File: src/rtl/alpha_pixel_fetch.sv
// Alpha-blend read stage: walks a rectangle in raster order, issuing a source
// then a destination SRAM read per pixel and presenting the captured pair.
module alpha_pixel_fetch #(
  parameter int ADDR_W   = 20,
  parameter int DATA_W   = 32,
  parameter int COORD_W  = 10,
  parameter int FB_WIDTH = 640,
  parameter int MEM_LAT  = 2
) (
  input  logic               clk,
  input  logic               n_rst,
  input  logic               start,
  input  logic [COORD_W-1:0] x0,
  input  logic [COORD_W-1:0] y0,
  input  logic [COORD_W-1:0] w,
  input  logic [COORD_W-1:0] h,
  input  logic [ADDR_W-1:0]  src_base,
  input  logic [ADDR_W-1:0]  dst_base,
  input  logic               fetch_req,
  output logic               mem_ren,
  output logic [ADDR_W-1:0]  mem_addr,
  input  logic [DATA_W-1:0]  mem_rdata,
  output logic [DATA_W-1:0]  src_pix,
  output logic [DATA_W-1:0]  dst_pix,
  output logic [ADDR_W-1:0]  pix_addr,
  output logic               pix_valid,
  output logic               read_done,
  output logic               busy
);

  typedef enum logic [2:0] {IDLE, ARMED, ISSUE_S, ISSUE_D, WAIT_D, DONE} state_t;

  state_t                   state;
  logic [COORD_W-1:0]       x0_q, w_q, x, y;
  logic [ADDR_W-1:0]        src_base_q, dst_base_q;
  logic [2*COORD_W-1:0]     remaining;
  // Bit k is high in the k-th cycle after a read was issued; src_pipe tags it.
  logic [MEM_LAT:0]         vld_pipe, src_pipe;
  logic [ADDR_W-1:0]        pix_off;
  logic                     last_col;

  assign pix_off  = ADDR_W'(y) * ADDR_W'(FB_WIDTH) + ADDR_W'(x);
  assign last_col = (x - x0_q) == (w_q - COORD_W'(1));
  assign mem_ren  = vld_pipe[0];

  always_ff @(posedge clk or negedge n_rst) begin
    if (!n_rst) begin
      state      <= IDLE;
      x0_q       <= '0;
      w_q        <= '0;
      x          <= '0;
      y          <= '0;
      src_base_q <= '0;
      dst_base_q <= '0;
      remaining  <= '0;
      vld_pipe   <= '0;
      src_pipe   <= '0;
      mem_addr   <= '0;
      src_pix    <= '0;
      dst_pix    <= '0;
      pix_addr   <= '0;
      pix_valid  <= 1'b0;
      read_done  <= 1'b0;
      busy       <= 1'b0;
    end else begin
      vld_pipe <= {vld_pipe[MEM_LAT-1:0], 1'b0};
      src_pipe <= {src_pipe[MEM_LAT-1:0], 1'b0};
      if (vld_pipe[MEM_LAT]) begin
        if (src_pipe[MEM_LAT]) src_pix <= mem_rdata;
        else                   dst_pix <= mem_rdata;
      end
      case (state)
        IDLE, DONE: if (start) begin
          x0_q       <= x0;
          w_q        <= w;
          x          <= x0;
          y          <= y0;
          src_base_q <= src_base;
          dst_base_q <= dst_base;
          remaining  <= (2*COORD_W)'(w) * (2*COORD_W)'(h);
          pix_valid  <= 1'b0;
          read_done  <= 1'b0;
          busy       <= 1'b1;
          state      <= ARMED;
        end
        ARMED: if (fetch_req) begin
          if (remaining == '0) begin
            read_done <= 1'b1;
            busy      <= 1'b0;
            state     <= DONE;
          end else begin
            pix_valid   <= 1'b0;
            vld_pipe[0] <= 1'b1;
            src_pipe[0] <= 1'b1;
            mem_addr    <= src_base_q + pix_off;
            state       <= ISSUE_S;
          end
        end
        ISSUE_S: begin
          vld_pipe[0] <= 1'b1;
          mem_addr    <= dst_base_q + pix_off;
          state       <= ISSUE_D;
        end
        ISSUE_D: begin
          pix_addr  <= mem_addr;
          remaining <= remaining - 1'b1;
          if (last_col) begin
            x <= x0_q;
            y <= y + COORD_W'(1);
          end else begin
            x <= x + COORD_W'(1);
          end
          state <= WAIT_D;
        end
        WAIT_D: if (vld_pipe[MEM_LAT] && !src_pipe[MEM_LAT]) begin
          // dst data lands this edge; the pair is complete from the next cycle
          pix_valid <= 1'b1;
          state     <= ARMED;
        end
        default: state <= IDLE;
      endcase
    end
  end

endmodule

File: config.mk
export PLATFORM = sky130hd
export DESIGN_NAME = alpha_pixel_fetch
export DESIGN_NICKNAME = d
export VERILOG_FILES = /design/src/rtl/alpha_pixel_fetch.sv
export SDC_FILE = /design/constraint.sdc
export NUM_CORES = 1
export LEC_CHECK = 0
export BUFFER_PORTS_ARGS = -buffer_cell sky130_fd_sc_hd__buf_4
export CAP_MARGIN = 5
export CORE_ASPECT_RATIO = 1.1
export CORE_UTILIZATION = 45
export DETAILED_ROUTE_END_ITERATION = 10
export GPL_ROUTABILITY_DRIVEN = 0
export GPL_TIMING_DRIVEN = 0
export PLACE_DENSITY = 0.68
export SETUP_SLACK_MARGIN = 0.4
export SLEW_MARGIN = 20
export SYNTH_ARGS = -nofsm -noshare
export SYNTH_HDL_FRONTEND = slang
export SYNTH_SLANG_ARGS = --single-unit
File: constraint.sdc
create_clock -name clk -period 3.8 [get_ports clk]
set_input_delay 0.19 -clock clk [delete_from_list [all_inputs] [get_ports clk]]
set_output_delay 0.19 -clock clk [all_outputs]
set_load 0.05 [all_outputs]
Word-level counts from Yosys, hierarchy flattened
Cells that the tools add are included.
W data, S select, Z words.

word-level totals
  flip-flop bits (word level) = 216
  output and inout port bits = 108
  word-level logic and storage cells = 90

operators by class
  add/sub/neg operators = 8
  multipliers = 2
  equality and inequality tests = 12
  muxes and demuxes = 32
  bitwise operators = 1
  reductions and logical operators = 18

operator list
  cell                     number
  $pmux W20 S2             2
  $mux W20                 3
  $add A20 B20 Y20         2
  $mux W10                 4
  $pmux W10 S2             2
  $add A10 B1 Y10 const B  2
  $add A20 B10 Y20         1
  $logic_not A20 Y1        1
  $mul A10 B10 Y20         1
  $sub A20 B1 Y20 const B  1
  $pmux W3 S5              1
  $mul A10 B3 Y13 const B  1
  $mux W1                  12
  $mux W3                  4
  $ne A2 B2 Y1 const B     6
  $eq A10 B10 Y1           1
  $sub A10 B1 Y10 const B  1
  $sub A10 B10 Y10         1
  $reduce_and A3 Y1        3
  $reduce_and A2 Y1        4
  $eq A3 B2 Y1 const B     2
  $eq A3 B3 Y1 const B     2
  $pmux W1 S2              3
  $reduce_bool A2 Y1       3
  10 further kinds         10

Depth between registers and ports, before layout
Gate-level depths: netlist (run 1).

  word-level depth = 6
  gate-level depth with buffers = 22

Worst setup path before layout (run 1)
OpenSTA, ideal clock, no wires.

  kind = input port to flip-flop
  start point = input h[3]
  end point = register remaining[19]
  library setup time = 0.083 ns
  data arrival time = 5.087 ns
  required time = 3.717 ns
  setup slack = -1.370 ns
  stages on the path = 21
  path buffers = 1
  cell sequence = clkbuf_1 nand2_1 fa_1 inv_1 fa_1 inv_1 fa_1 inv_1 fa_1 inv_1 fa_1 inv_1 ha_1 or3_1 a221o_1 a2111oi_0 o21ai_0 a31oi_1 xnor2_1 nand2_1 o21ai_0

between the ends
  longest elaborated chain between the ends = 3

ends and longest elaborated chain
  item                  line  text
  start, declared       16    input logic [COORD_W-1:0] h,
  $mul A10 B10 Y20      80    remaining <= (2*COORD_W)'(w) * (2*COORD_W)'(h);
  $mux W20              73    IDLE, DONE: if (start) begin
  $pmux W20 S2          72    case (state)
  end signal, assigned  80
  end signal, assigned  106   remaining <= remaining - 1'b1;
  end, declared         36    logic [2*COORD_W-1:0] remaining;

No other way between the ends. The select of a mux whose other input is x is not followed.
A chain may end at the register's enable or synchronous reset.

Worst setup path after layout (run 1)
  start point = input w[3]
  end point = register remaining[19]

between the ends
  longest elaborated chain between the ends = 3

ends and longest elaborated chain
  item              line  text
  start, declared   15    input logic [COORD_W-1:0] w,
  $mul A10 B10 Y20  80
  $mux W20          73
  $pmux W20 S2      72

No other way between the ends. The select of a mux whose other input is x is not followed.

==> summary.txt, run 1 <==
Worst setup path
  – Critical Path Source Type: input pin
  – Crit path required time: roughly 4.3 ns
  – CP peak stage delay: between 0.5 and 0.6 ns
  – Worst Path Buf+Inv: 6
  – Crit path max fanout: 5
  – Delay-heaviest family, CP: adder cells
  – CP Capture Type: flop
  – Most used cell, CP: fa_1
  – Critical path class: in2reg
  – Crit path cell chain: buf_8, clkbuf_16, and2_4, fa_2, fa_1, inv_1, fa_1, inv_1, fa_1, inv_1, fa_1, inv_2, ha_4, or3_1, a221o_1, a2111oi_4, o21ai_1, a31oi_1, xnor2_1, nand2_1, o21ai_1
  – Critical path arrival: around 5 ns
  – Slowest-stage cell, CP: fa_1

Drt
  – Pre-antenna DRT Iters: 7
  – Vias: 12798
  – ANT nets after route: 0
  – WL/cell: between 15 and 20 um
  – Drt total wl: around 42 mm
  – Via density: about 5.4
  – Iter 0 DRT Violations: 754
  – Drt drc: 0

Finish
  – Commonest non-fill, non-tap cell in the layout: nand2_1
  – Layout cell share with drive strength beyond 1: approximately 29%
  – Synthesis-to-finish area growth: 37.6%
  – Fillers: between 2000 and 2500
  – Most frequent cells in the layout: nand2_1, buf_4, dfrtp_1
  – NumNets Final: approximately 2200

CTS
  – CTS Buffer Depth: 3
  – Clk slew on worst S/H paths: around 0.07 ns
  – Clock Tree Root: clkbuf_16
  – TritonCTS Buffers: 23
  – H-tree Lvls: 1
  – TritonCTS clock tree: yes
  – Clk sinks: about 220
  – Skew-Pair Late Insertion Delay: 0.52 ns

Synthesis
  – Yosys reg bits: roughly 220
  – Syn. warnings: 0
  – Syn nets: ~1800
  – Complex-gate fraction of the synthesized area: around 10%
  – Netlist cell types: 71
  – Post-synth EDFFs: 0
  – Cell area after synthesis: approximately 15000 um2
  – Syn_area_per_cell: about 9.5 um2
  – Seq/Total Area, Yosys: 36.9%
  – Main combinational cell family by area after synthesis: simple AND/OR/NAND/NOR gates
  – Simple-gate share of the synthesized area: between 10% and 20%
  – Post-synthesis mux area share: under 10%
  – Dominant synthesized flop cell: dfrtp_1
  – Adder-cell share of the synthesized area: approximately 18%
  – Cell count after synthesis: roughly 1500
  – Synth Area in XOR/XNOR: between 5 and 6%
  – Async SR Flop Fraction: 100%

Timing
  – Fmax: roughly 0.22 GHz
  – Fin crit share: 119%
  – Unrepaired setup endpoints after global routing: yes
  – Period minus WS final: between 4 and 5 ns
  – Pins Over Slew Limit: 0
  – Final setup margin: -0.715 ns
  – Layout Skew: 0.0244 ns
  – Worst hold margin: about 0.012 ns
  – Worst Max-Slew Pin Slew: around 0.9 ns
  – Slew headroom: around 40%
  – Final Setup Violations: 10
  – Final Hold Viols: 0

Floorplan
  – Die area: 33300 um2
  – Initial core utilization: a little under half
  – # IOs: about 220
  – Die H: roughly 190 um
  – Row count: between 60 and 70
  – Die width: approximately 170 um
  – Core Area: 31700 um2

GRT
  – Initial antenna violation count: 1
  – First-pass GRT wire length: roughly 67 mm
  – Pin count of the biggest net entering global routing: 77
  – Vias in the first global route: about 13000
  – GRT overflow: 0
  – Overall routing resource usage: 24.8%

Hold path
  – Hold Crit Class: in2reg

Outcome
  – Failing checks: negative setup slack
  – Status: finished, violations left

Placed design
  – I/O Buffers: between 200 and 250
  – Pre-CTS setup slack: -1.57 ns
  – DP Wirelength: 29.3 mm

Job
  – Max cap viols: 0
final cells by class:
type	count	area (um2)	share of cell area, %
diodes	1	2.50	0.0124
plain buffers	63	507	2.51
clock buffers	31	646	3.20
clock inverters	11	92.6	0.459
inverters	88	330	1.64
multi-input cells	1175	9510	47.1
flip-flops and latches	216	5410	26.8
well taps	420	526	2.60
repair buffers	373	3150	15.6
metal layers:
metal	GRT usage (%)	up-vias	part of all wire [%]
met2	46.1	396	51
li1	-	6014	-
met5	0	-	0
met1	30.6	6320	42
met3	2.51	68	4.8
met4	6.75	0	2.4
per-stage QoR:
stage | TNS (ns) | util [%] | cell area (um2) | instances
final | -5.39 | 63.6 | 20200 | 2378
after global routing | -7.23 | 63.6 | 20200 | 2378
after CTS | -5.00 | 62.2 | 19700 | 2358
after detailed placement | -13.55 | 54.2 | 17200 | 2183
after global placement | -12.87 | 53.9 | 17100 | 2181
after floorplan | -5.72 | - | 14900 | 1542
flip-flops by register name, indices dropped and copies added, names as in the netlist:
name and cells:
remaining 20, state 3, mem_addr 20, read_done 1
pix_addr 20, src_pipe 3, dst_base_q 20, vld_pipe 3
src_pix 32, pix_valid 1, dst_pix 32, x 10
busy 1, x0_q 10, y 10, w_q 10
src_base_q 20
final timing paths:
check / from / to / slack [ns] / cells after the start
max: w[3] / remaining[19] / -0.71 / 21
min: y0[3] / y[3] / 0.01 / 3
max reg2reg: y[3] / mem_addr[19] / -0.18 / 15
min reg2reg: vld_pipe[1] / vld_pipe[2] / 0.35 / 0
max in group asynchronous: n_rst / w_q[5] / 2.80 / 3
min in group asynchronous: n_rst / pix_addr[16] / 0.20 / 2
cells by family after synthesis:
group,count (synthesis)
fa+ha+maj,173
mux,91
simple gates,594
flops,216
xor+xnor,87
compound gates,230
buf+inv,151
cell usage after synthesis (all sizes together), types with 11 or more instances:
cell    number  share of area [%]
buf         13               0.38
xnor2       54                3.2
clkbuf      50                1.3
nand2b      13               0.55
and2        68                2.9
ha         107                9.1
xor2        33                2.0
mux2        84                6.5
nand3       33                1.2
nor2        53                1.4
or3         11               0.54
nor3        24               0.85
dfrtp      216                 37
a21oi       57                1.9
a21o        14               0.72
inv         88                2.3
and3        14               0.63
nand2      342                8.8
fa          66                9.0
o21ai       65                2.2
o21a        12               0.61
worst reg2reg max path: cells and delay by family, from the launching register on:
kind                     cells  cell delay (ns)
flip-flops                   1             0.44
buffers and inverters        3             0.28
AO/OA/AOI/OAI                5             1.31
AND/OR/NAND/NOR              1             0.19
adder cells (fa/ha/maj)      4             1.32
XOR/XNOR                     2             0.34
what timing repair did:
item,CTS,global route
hold endpoints to repair,187,0
gates cloned,0,0
setup buffers,44,19
pin swaps,55,60
endpoints found under the setup margin,25,48
gates resized for setup,111,60
hold buffers,89,0
Power of run 1 is not shown: default switching activity piles up to over one toggle a cycle in this logic, so the estimate is an artifact.
==> inputs of run 2 (changes only) <==
==> constraint.sdc (replaced) <==
create_clock -name clk -period 3.8 [get_ports clk]
set_input_delay 0.38 -clock clk [delete_from_list [all_inputs] [get_ports clk]]
set_output_delay 0.38 -clock clk [all_outputs]
set_load 0.05 [all_outputs]
==> summary.txt, run 2 (synthesized netlist as in run 1, its figures left out) <==
GRT
  – Overall routing resource usage: roughly a quarter
  – Pin count of the biggest net entering global routing: 95
  – Initial antenna violation count: 1
  – Vias in the first global route: 12217
  – GRT overflow: 0
  – First-pass GRT wire length: between 60 and 70 mm

Timing
  – Final Hold Viols: 0
  – Worst Max-Slew Pin Slew: between 0.8 and 0.9 ns
  – Fmax: a little over 0.2 GHz
  – Final Setup Violations: 11
  – Slew headroom: a little under half
  – Layout Skew: 0.0152 ns
  – Fin crit share: 127%
  – Final setup TNS: -7.25 ns
  – Period minus WS final: 4.82 ns
  – Pins Over Slew Limit: 0
  – Final setup margin: -1.02 ns
  – Unrepaired setup endpoints after global routing: yes

Drt
  – WL/cell: approximately 17 um
  – Pre-antenna DRT Iters: 5
  – ANT nets after route: 0
  – Drt total wl: around 40 mm
  – Drt drc: 0
  – Iter 0 DRT Violations: 640
  – Via density: roughly 5.3
  – Vias: around 12000

Floorplan
  – Die H: approximately 190 um
  – Row count: between 60 and 70
  – Die area: 33300 um2
  – Die width: about 170 um
  – # IOs: roughly 220
  – Initial core utilization: 46.2%
  – Core Area: roughly 32000 um2

Outcome
  – Status: finished, violations left
  – Failing checks: negative setup slack

Finish
  – Synthesis-to-finish area growth: 31.6%
  – Commonest non-fill, non-tap cell in the layout: nand2_1
  – Largest regs: dst_pix: 32 flops, src_pix: 32 flops
  – Most frequent cells in the layout: nand2_1, buf_4, dfrtp_1
  – NumNets Final: approximately 2200
  – Layout cell share with drive strength beyond 1: between 30% and 40%

Worst setup path
  – Crit path required time: 4.24 ns
  – Reg2reg setup slack: -0.12 ns
  – Crit path cell chain: buf_6, clkbuf_16, and2_4, fa_2, fa_1, inv_1, fa_1, inv_1, fa_1, inv_1, fa_1, inv_2, ha_4, or3_1, a221o_1, a2111oi_4, o21ai_1, a31oi_1, xnor2_1, nand2_1, o21ai_1
  – Critical path arrival: approximately 5.3 ns
  – Delay-heaviest family, CP: adder cells
  – Worst Path Buf+Inv: 6
  – CP Capture Type: flop
  – Critical Path Source Type: input pin
  – Slowest-stage cell, CP: fa_1
  – CP peak stage delay: about 0.54 ns
  – R2R cell count: 15
  – Worst r2r src: y[3]
  – Worst r2r dst: mem_addr[19]
  – Crit path max fanout: 5
  – Most used cell, CP: fa_1
  – CP startpoint: w[3]
  – Critical path class: in2reg

Hold path
  – HP Start: src_base[17]
  – Hold Crit Depth: 3
  – Hold Crit Class: in2reg
  – Worst hold endpoint: src_base_q[17]

CTS
  – Clk slew on worst S/H paths: approximately 0.060 ns
  – TritonCTS clock tree: yes
  – H-tree Lvls: 1
  – Clk sinks: ~220
  – TritonCTS Buffers: 22
  – CTS Buffer Depth: 3
  – Clock Tree Root: clkbuf_16
  – Skew-Pair Late Insertion Delay: 0.51 ns

Placed design
  – I/O Buffers: about 220
  – DP Wirelength: around 29 mm
  – Pre-CTS setup slack: -1.79 ns

Job
  – Max cap viols: 0
==> run 2: cell count changes in the layout (fill, tap and decap cells not counted), moves of 3 or more <==
cell and delta:
dlygate4sd3_1 -88, buf_4 +11, ha_2 +4, ha_4 -4, inv_1 -3, inv_2 +3, inv_6 -3, nand2_2 +3
nor3_2 +3, nor3_4 -3, xor2_1 +3
==> run 2: routing by layer <==
layer | vias up | share of wire (%) | global-route usage (%)
met2 | 343 | 50 | 42.1
li1 | 5843 | - | -
met5 | - | 0 | 0
met4 | 0 | 2.7 | 7.22
met1 | 5987 | 42 | 29.1
met3 | 75 | 5.1 | 2.82
==> run 2: timing repair <==
| action | CTS | global route |
|---|---|---|
| buffers inserted | 44 | 28 |
| pin swaps | 69 | 60 |
| endpoints found under the setup margin | 27 | 48 |
| gates resized for setup | 85 | 77 |
| endpoints found under the hold margin | 34 | 0 |
| gates cloned | 0 | 1 |
| hold buffers | 1 | 0 |
==> run 2: metrics by stage <==
stage                     hold WS [ns]  instances  util (%)  cell area, um2
after floorplan                 0.0844       1542         -           14900
after global placement           0.334       2181      53.9           17100
after detailed placement         0.268       2183      54.2           17200
after CTS                       0.0531       2266      59.0           18700
after global routing            0.0590       2295      60.8           19300
final                           0.0601       2296      60.8           19300
==> run 2: how the worst max path moves through the flow <==
stage | end | depth (start not counted)
floorplan | remaining[19] | 21
global placement | remaining[19] | 20
detailed placement | remaining[19] | 20
CTS | remaining[19] | 21
global route | remaining[19] | 20
finish | remaining[19] | 21
==> run 2: cell type report <==
class                      count  area [um2]
fill                        2608       12400
multi-input combinational   1175        9410
sequential                   216        5410
timing repair buffer         295        2350
clock buffer                  31         656
tap                          420         526
buffer                        63         522
inverter                      88         330
clock inverter                 7        91.3
antenna                        1        2.50
==> run 2: tightest hold or removal path: cells and delay by family <==
family                 cells  cell delay [ns]
buffers and inverters      1             0.07
and+or+nand+nor            2             0.09
Power of run 2 is left out for the same reason.
